$ cat config.mk
export PLATFORM = sky130hd
export DESIGN_NAME = apb_ucpd_tx_sched
export DESIGN_NICKNAME = d
export VERILOG_FILES = /design/src/rtl/apb_ucpd_tx_sched.sv
export SDC_FILE = /design/constraint.sdc
export NUM_CORES = 1
export LEC_CHECK = 0
export CAP_MARGIN = 20
export CORE_MARGIN = 3
export CORE_UTILIZATION = 25
export CTS_CLUSTER_SIZE = 25
export DETAILED_ROUTE_END_ITERATION = 7
export GPL_ROUTABILITY_DRIVEN = 0
export SETUP_SLACK_MARGIN = 0.4
export SYNTH_ARGS = -nofsm -noshare
export SYNTH_HDL_FRONTEND = slang
export SYNTH_SLANG_ARGS = --single-unit
$ cat constraint.sdc
create_clock -name ic_clk -period 2.2 [get_ports ic_clk]
set_clock_uncertainty 0.1 [all_clocks]
set_input_delay 0.44 -clock ic_clk [delete_from_list [all_inputs] [get_ports ic_clk]]
set_output_delay 0.44 -clock ic_clk [all_outputs]
set_load 0.02 [all_outputs]
$ cat src/rtl/apb_ucpd_tx_sched.sv
`default_nettype none
// ============================================================================
// Module      : apb_ucpd_tx_sched
// Description : UCPD transmit scheduler. Arbitrates hard-reset and message
//               requests, enforces the interframe gap after TX/RX activity,
//               discards messages while the line is busy, aborts a message
//               for a hard reset, and runs a per-frame bit-tick watchdog.
//               Every output is registered; status outputs are 1-cycle pulses.
// Ports       : ic_clk/ic_rst_n  clock, async active-low reset
//               ucpden           enable; low flushes everything to IDLE
//               txsend/txhrst    level requests, held until their *_clr pulse
//               rx_busy          receive frame on line
//               ifrgap           interframe gap in half-bit ticks
//               hbit_clk_red/bit_clk_red  half-bit / bit tick pulses
//               tx_eop_cmplt     core EOP sent pulse
//               transmit_en/tx_hrst  frame enables to the core
//               txsend_clr/txhrst_clr/tx_msgsent/tx_hrstsent/tx_msg_disc/
//               tx_tmo           status pulses
//               busy             scheduler not IDLE
// Revision    : 1.0 - initial release
// ============================================================================
module apb_ucpd_tx_sched #(
  parameter int GAP_W    = 5,
  parameter int TMO_W    = 12,
  parameter int TMO_BITS = 3000
) (
  input  logic             ic_clk,
  input  logic             ic_rst_n,
  input  logic             ucpden,
  input  logic             txsend,
  input  logic             txhrst,
  input  logic             rx_busy,
  input  logic [GAP_W-1:0] ifrgap,
  input  logic             hbit_clk_red,
  input  logic             bit_clk_red,
  input  logic             tx_eop_cmplt,
  output logic             transmit_en,
  output logic             tx_hrst,
  output logic             txsend_clr,
  output logic             txhrst_clr,
  output logic             tx_msgsent,
  output logic             tx_hrstsent,
  output logic             tx_msg_disc,
  output logic             tx_tmo,
  output logic             busy
);

  typedef enum logic [2:0] {
    ST_IDLE    = 3'd0,
    ST_GAP     = 3'd1,
    ST_TX_MSG  = 3'd2,
    ST_TX_HRST = 3'd3,
    ST_ABORT   = 3'd4
  } state_t;

  localparam logic [GAP_W-1:0] c_GAP_ONE  = GAP_W'(1);
  localparam logic [TMO_W-1:0] c_TMO_ONE  = TMO_W'(1);
  localparam logic [TMO_W-1:0] c_TMO_LAST = TMO_W'(TMO_BITS - 1);

  state_t             state_q, state_d;
  logic [GAP_W-1:0]   gap_cnt_q, gap_cnt_d;
  logic [TMO_W-1:0]   tmo_cnt_q, tmo_cnt_d;
  logic               rx_busy_q;
  logic               transmit_en_q, tx_hrst_q;
  logic               txsend_clr_q, txsend_clr_d;
  logic               txhrst_clr_q, txhrst_clr_d;
  logic               msgsent_q, msgsent_d;
  logic               hrstsent_q, hrstsent_d;
  logic               disc_q, disc_d;
  logic               tmo_q, tmo_d;
  logic               busy_q;

  logic               w_req_send, w_req_hrst, w_rx_fall, w_launch_ok;
  logic               w_tmo_hit, w_load_gap;

  // A request is ignored in the cycle its clear pulse is out, because the
  // register block only drops the level one cycle after seeing the clear.
  assign w_req_send  = txsend & ~txsend_clr_q;
  assign w_req_hrst  = txhrst & ~txhrst_clr_q;
  assign w_rx_fall   = rx_busy_q & ~rx_busy;
  // The falling-edge cycle itself reloads the gap, so it can never launch.
  assign w_launch_ok = (gap_cnt_q == '0) & ~rx_busy & ~w_rx_fall;
  assign w_tmo_hit   = bit_clk_red & (tmo_cnt_q == c_TMO_LAST);

  always_comb begin
    state_d      = state_q;
    tmo_cnt_d    = tmo_cnt_q;
    txsend_clr_d = 1'b0;
    txhrst_clr_d = 1'b0;
    msgsent_d    = 1'b0;
    hrstsent_d   = 1'b0;
    disc_d       = 1'b0;
    tmo_d        = 1'b0;
    w_load_gap   = 1'b0;

    case (state_q)
      ST_IDLE, ST_GAP: begin
        tmo_cnt_d = '0;
        if (state_q == ST_GAP && !w_launch_ok) begin
          state_d = ST_GAP;
        end else if (w_req_hrst && w_launch_ok) begin
          state_d = ST_TX_HRST;
        end else if (w_req_send && rx_busy) begin
          disc_d       = 1'b1;
          txsend_clr_d = 1'b1;
          state_d      = w_req_hrst ? ST_GAP : ST_IDLE;
        end else if (w_req_send && w_launch_ok) begin
          state_d = ST_TX_MSG;
        end else if (w_req_send || w_req_hrst) begin
          state_d = ST_GAP;
        end else begin
          state_d = ST_IDLE;
        end
      end
      ST_TX_MSG, ST_TX_HRST: begin
        if (bit_clk_red) tmo_cnt_d = tmo_cnt_q + c_TMO_ONE;
        // Completion outranks both the watchdog and a late hard-reset request.
        if (tx_eop_cmplt) begin
          w_load_gap = 1'b1;
          state_d    = (ifrgap != '0) ? ST_GAP : ST_IDLE;
          if (state_q == ST_TX_MSG) begin
            msgsent_d    = 1'b1;
            txsend_clr_d = 1'b1;
          end else begin
            hrstsent_d   = 1'b1;
            txhrst_clr_d = 1'b1;
          end
        end else if (w_tmo_hit) begin
          w_load_gap   = 1'b1;
          tmo_d        = 1'b1;
          state_d      = ST_GAP;
          txsend_clr_d = (state_q == ST_TX_MSG);
          txhrst_clr_d = (state_q == ST_TX_HRST);
        end else if (state_q == ST_TX_MSG && w_req_hrst) begin
          state_d = ST_ABORT;
        end
      end
      ST_ABORT: begin
        tmo_cnt_d    = '0;
        disc_d       = 1'b1;
        txsend_clr_d = 1'b1;
        w_load_gap   = 1'b1;
        state_d      = ST_GAP;
      end
      default: begin
        tmo_cnt_d = '0;
        state_d   = ST_IDLE;
      end
    endcase

    if (state_d != ST_TX_MSG && state_d != ST_TX_HRST) tmo_cnt_d = '0;

    if (w_load_gap || w_rx_fall) begin
      gap_cnt_d = ifrgap;
    end else if (hbit_clk_red && gap_cnt_q != '0) begin
      gap_cnt_d = gap_cnt_q - c_GAP_ONE;
    end else begin
      gap_cnt_d = gap_cnt_q;
    end

    if (!ucpden) begin
      state_d      = ST_IDLE;
      gap_cnt_d    = '0;
      tmo_cnt_d    = '0;
      txsend_clr_d = 1'b0;
      txhrst_clr_d = 1'b0;
      msgsent_d    = 1'b0;
      hrstsent_d   = 1'b0;
      disc_d       = 1'b0;
      tmo_d        = 1'b0;
    end
  end

  always_ff @(posedge ic_clk or negedge ic_rst_n) begin
    if (!ic_rst_n) begin
      state_q       <= ST_IDLE;
      gap_cnt_q     <= '0;
      tmo_cnt_q     <= '0;
      rx_busy_q     <= 1'b0;
      transmit_en_q <= 1'b0;
      tx_hrst_q     <= 1'b0;
      txsend_clr_q  <= 1'b0;
      txhrst_clr_q  <= 1'b0;
      msgsent_q     <= 1'b0;
      hrstsent_q    <= 1'b0;
      disc_q        <= 1'b0;
      tmo_q         <= 1'b0;
      busy_q        <= 1'b0;
    end else begin
      state_q       <= state_d;
      gap_cnt_q     <= gap_cnt_d;
      tmo_cnt_q     <= tmo_cnt_d;
      rx_busy_q     <= rx_busy & ucpden;
      transmit_en_q <= (state_d == ST_TX_MSG) || (state_d == ST_TX_HRST);
      tx_hrst_q     <= (state_d == ST_TX_HRST);
      txsend_clr_q  <= txsend_clr_d;
      txhrst_clr_q  <= txhrst_clr_d;
      msgsent_q     <= msgsent_d;
      hrstsent_q    <= hrstsent_d;
      disc_q        <= disc_d;
      tmo_q         <= tmo_d;
      busy_q        <= (state_d != ST_IDLE);
    end
  end

  assign transmit_en = transmit_en_q;
  assign tx_hrst     = tx_hrst_q;
  assign txsend_clr  = txsend_clr_q;
  assign txhrst_clr  = txhrst_clr_q;
  assign tx_msgsent  = msgsent_q;
  assign tx_hrstsent = hrstsent_q;
  assign tx_msg_disc = disc_q;
  assign tx_tmo      = tmo_q;
  assign busy        = busy_q;

endmodule
`default_nettype wire
After elaboration in Yosys (flattened, before gate mapping). Cells that the tools add are included.

Muxes and demuxes: 46. Equality and inequality tests: 11. Add/subtract/negate cells: 2. Bitwise operators: 11. Reduce and logical (&&, ||, !) cells: 18.

Operators with widths (count): 12-bit 2-to-1 mux (4); 1-bit 2-to-1 mux (27); 5-bit 2-to-1 mux (3); 12-bit by 1-bit adder with 12-bit output (second input constant) (1); 12-bit equality test (second input constant) (1); 3-bit by 2-bit equality test with 1-bit output (second input constant) (4); 3-bit 2-to-1 mux (4); 5-bit nonzero test (2); 3-bit case mux with 3 select lines (1); 2-bit 2-to-1 mux (4); 1-bit AND (7); 1-bit logical AND (7); 3-bit by 2-bit != test with 1-bit output (second input constant) (2); 5-bit zero test (1); 5-bit by 1-bit subtractor with 5-bit output (second input constant) (1); 4-bit != test (second input constant) (1); 1-bit inverter (4); 1-bit case mux with 2 select lines (2); 2-bit OR reduction (2); 3-bit by 1-bit equality test with 1-bit output (second input constant) (1); 3-bit equality test (second input constant) (1); 3-bit zero test (1); 1-bit logical OR (3); 3-bit by 1-bit != test with 1-bit output (second input constant) (1); 3 further kinds (3).

Output and inout bits: 9. Register bits after elaboration: 30. Word-level logic and storage cells: 101. Bits of input ports: 14.

Logic depth before layout (Yosys ltp).
Depth in word-level cells: 14. Mapped depth: 7.

Worst setup path before layout. No wires, ideal clock.

Path type: reg-to-reg. Start: register gap_cnt_q[0]. End: register gap_cnt_q[1]. Period minus slack after synthesis: 1.914 ns. Path slack: 0.286 ns. Path buffers: 1. Arrival: 1.737 ns. Cell stages (with the launch flop): 8. Cell sequence: dfrtp_1 > inv_1 > ha_1 > or4b_1 > clkbuf_1 > and3_1 > a2111o_1 > a21oi_1.

Word-level cells in the longest chain between the ends: 4. Elaborated cells between the ends (all ways): 7. Classes of those cells: add/sub (1); eq/ne (1); mux (3); reduce/logical (2).

RTL lines: start: declaration (RTL line 61) `logic [GAP_W-1:0] gap_cnt_q, gap_cnt_d;`; start signal: assignment (RTL line 191) `gap_cnt_q <= gap_cnt_d;`; 5-bit by 1-bit subtractor with 5-bit output (RTL line 156) `gap_cnt_d = gap_cnt_q - c_GAP_ONE;`; 5-bit 2-to-1 mux (RTL line 155) `end else if (hbit_clk_red && gap_cnt_q != '0) begin`; 5-bit 2-to-1 mux (RTL line 153) `if (w_load_gap || w_rx_fall) begin`; 5-bit 2-to-1 mux (RTL line 161) `if (!ucpden) begin`.

Several ways; a longest one is shown, not always the timed one. The select of a mux whose other input is x is not followed. A chain may end at the register's enable or synchronous reset.

Final worst setup path. Same ends and word-level chain as after synthesis.

==> metrics.txt <==
post-synthesis compound-gate area fraction 13.9%; setup TNS 0 ns; first-pass GRT wire length 6530 um; WL/cell 13.7 um; max reg flops 12; mean post-synth cell area 10.0 sq um; Via density 4.92; EDFF count, synth 0; fin cells 286; die area 0.00733 sq mm; Final Setup Violations 0; ys async rst share 100%; Tot GR Track Use 11.0%; biggest regs tmo_cnt_q (12), gap_cnt_q (5), state_q (3); status finished, final reports clean; number of fillers in the final layout 618; number of storage elements in the synthesis netlist 30; Top FF cell, synth dfrtp_1; clock latency at the later pin of the worst-skew pair 0.28 ns; Pleak 0.00105 uW; Post-Place Cell Area 0.00198 sq mm; CP Launch Type flip-flop; most common cell after layout, fill and taps aside dfrtp_1; Initial DRC Count 44; Vias 1,408; I/O Buffers 22; DRT Pass-1 Iters 4; NumNets Final 227; largest family of logic cells by synthesized area simple AND/OR/NAND/NOR gates; placed instance count 262; CP endpoint kind flip-flop; post-synthesis net count 175; Worst Tran Pin Value 0.454 ns; Detailed Place HPWL 2590 um; minimum clock period 1.85 ns; top-level I/O count 23; post-synth top area share 47.4%; Required @ worst endpoint 2.31 ns; Worst-path clk slew 0.07 ns; layout cells sized above 1 32.2%; CTS tree yes; most frequent cells in the layout dfrtp_1 (30), buf_4 (27), clkdlybuf4s50_1 (17); pwr dens 726 mW/mm^2; n_diodes 0; Num CTS Buffers 5; mux contribution to synthesized area 0.631%; Crit path max-delay family simple AND/OR/NAND/NOR gates; Buf/Inv on CP 1; MaxCap Viol Count 0; Arr. time, crit path 1.96 ns; adder-cell share of the synthesized area 2.37%; xor/xnor share of the synthesized area 7.18%; critical path's slowest cell or4b_4; FP Rows 28; Synth cell types 48; antenna-violating nets left 0; Simple-Gate Fraction of Synth Area 24.9%; # DRC 0; vias in the first global route 1,352; area grow syn2layout 48.5%; normalized max-slew margin 69.7%; worst vdd ir 413 uV; Hold-fix buffers, CTS 0; final instance area 0.00235 sq mm; CORE AREA 0.00603 sq mm; CTS max path bufs 2; final period utilization 84.0%; RSZ-0062 raised after global routing yes; register area share after synthesis 47.4%; critical path class reg2reg; Remaining Overflow, GRT 0; Pins Over Slew Limit 0; initial antenna violation count 0; Initial Utilization 26.3%; Worst Path Max Fanout 4; Die W 85.6 um; largest net degree at the start of global routing 31; Die Span Y 85.6 um; Hold Vio Cnt, Final 0; H-Tree Level Count 2; Pwr Total 1710 uW; CP max stage delay 0.48 ns; final WL 3920 um; Area contributors post-synth dfrtp_1 (47%), nor2_1 (4.3%), xor2_1 (3.9%); Fmax 541 MHz; Root Buffer Master clkbuf_8; synthesized area 0.00159 sq mm; Top reg by flops tmo_cnt_q; YS warnings 0; largest area contributor in the netlist dfrtp_1; hold crit path type in2async; Clock Sinks 30; Cells after Synth 158; fin util 39.1%; crit path cell chain inv_2 > ha_4 > or4b_4 > and3_4 > a2111o_1 > a21oi_2
[cell families after synthesis]
| group | count (synthesis) |
|---|---|
| XOR/XNOR | 13 |
| adder cells (fa/ha/maj) | 3 |
| multiplexers | 1 |
| flip-flops | 30 |
| AO/OA/AOI/OAI | 30 |
| AND/OR/NAND/NOR | 69 |
| buffers and inverters | 12 |
[metal layers]
metal | up-vias | routed length, um | track usage, %
met5 | - | 0 | 0
met4 | 0 | 67 | 3.45
met3 | 9 | 134 | 2.79
met2 | 24 | 1880 | 17.7
met1 | 688 | 1840 | 14.7
li1 | 687 | - | -
[area by class of cell]
| type | instances | area [sq um] | area share [%] |
|---|---|---|---|
| inverters | 6 | 22.5 | 0.957 |
| multi-input cells | 117 | 948 | 40.3 |
| repair buffers | 50 | 443 | 18.8 |
| clock buffers | 6 | 82.6 | 3.51 |
| flip-flops and latches | 30 | 751 | 31.9 |
| well taps | 75 | 93.8 | 3.99 |
| clock inverters | 2 | 12.5 | 0.532 |
[synth_stat cells (all sizes together), types with 3 or more instances]
| library cell | number |
|---|---|
| o21ai | 3 |
| and3 | 3 |
| a311oi | 3 |
| nor3b | 3 |
| xnor2 | 6 |
| dfrtp | 30 |
| nor2 | 18 |
| nor2b | 3 |
| nor4 | 3 |
| clkbuf | 3 |
| buf | 3 |
| ha | 3 |
| nand2 | 4 |
| nand4 | 5 |
| xor2 | 7 |
| inv | 6 |
| nor3 | 7 |
| nand3 | 6 |
| a21oi | 8 |
[timing repair]
item                       in CTS  in global routing
setup endpoints to repair      24                 26
pin swaps                      11                 15
resized for setup              14                 22
buffers inserted                8                  7
cloned                          1                  0
[through the flow]
stage / worst slack, ns / hold slack (ns)
floorplan: 0.340 / 0.0444
global route: 0.285 / 0.475
global placement: -0.0193 / 0.433
detailed placement: -0.0422 / 0.446
CTS: 0.346 / 0.445
finish: 0.351 / 0.433
[worst paths after layout]
check / from / endpoint / slack (ns) / cells past startpoint
setup / recovery: gap_cnt_q[0] / gap_cnt_q[1] / 0.35 / 6
hold / removal: ic_rst_n / rx_busy_q / 0.43 / 2
setup reg to reg: gap_cnt_q[0] / gap_cnt_q[1] / 0.35 / 6
hold reg to reg: tmo_cnt_q[11] / tmo_cnt_q[11] / 0.47 / 2
max in group asynchronous: ic_rst_n / gap_cnt_q[3] / 1.27 / 2
min in group ic_clk: tmo_cnt_q[11] / tmo_cnt_q[11] / 0.47 / 2
[report_power, final]
part | switching, uW | internal (uW)
clock network | 209 | 251
logic | 263 | 326
registers | 55.5 | 603
No activity file was read; power rests on OpenSTA's default activity.
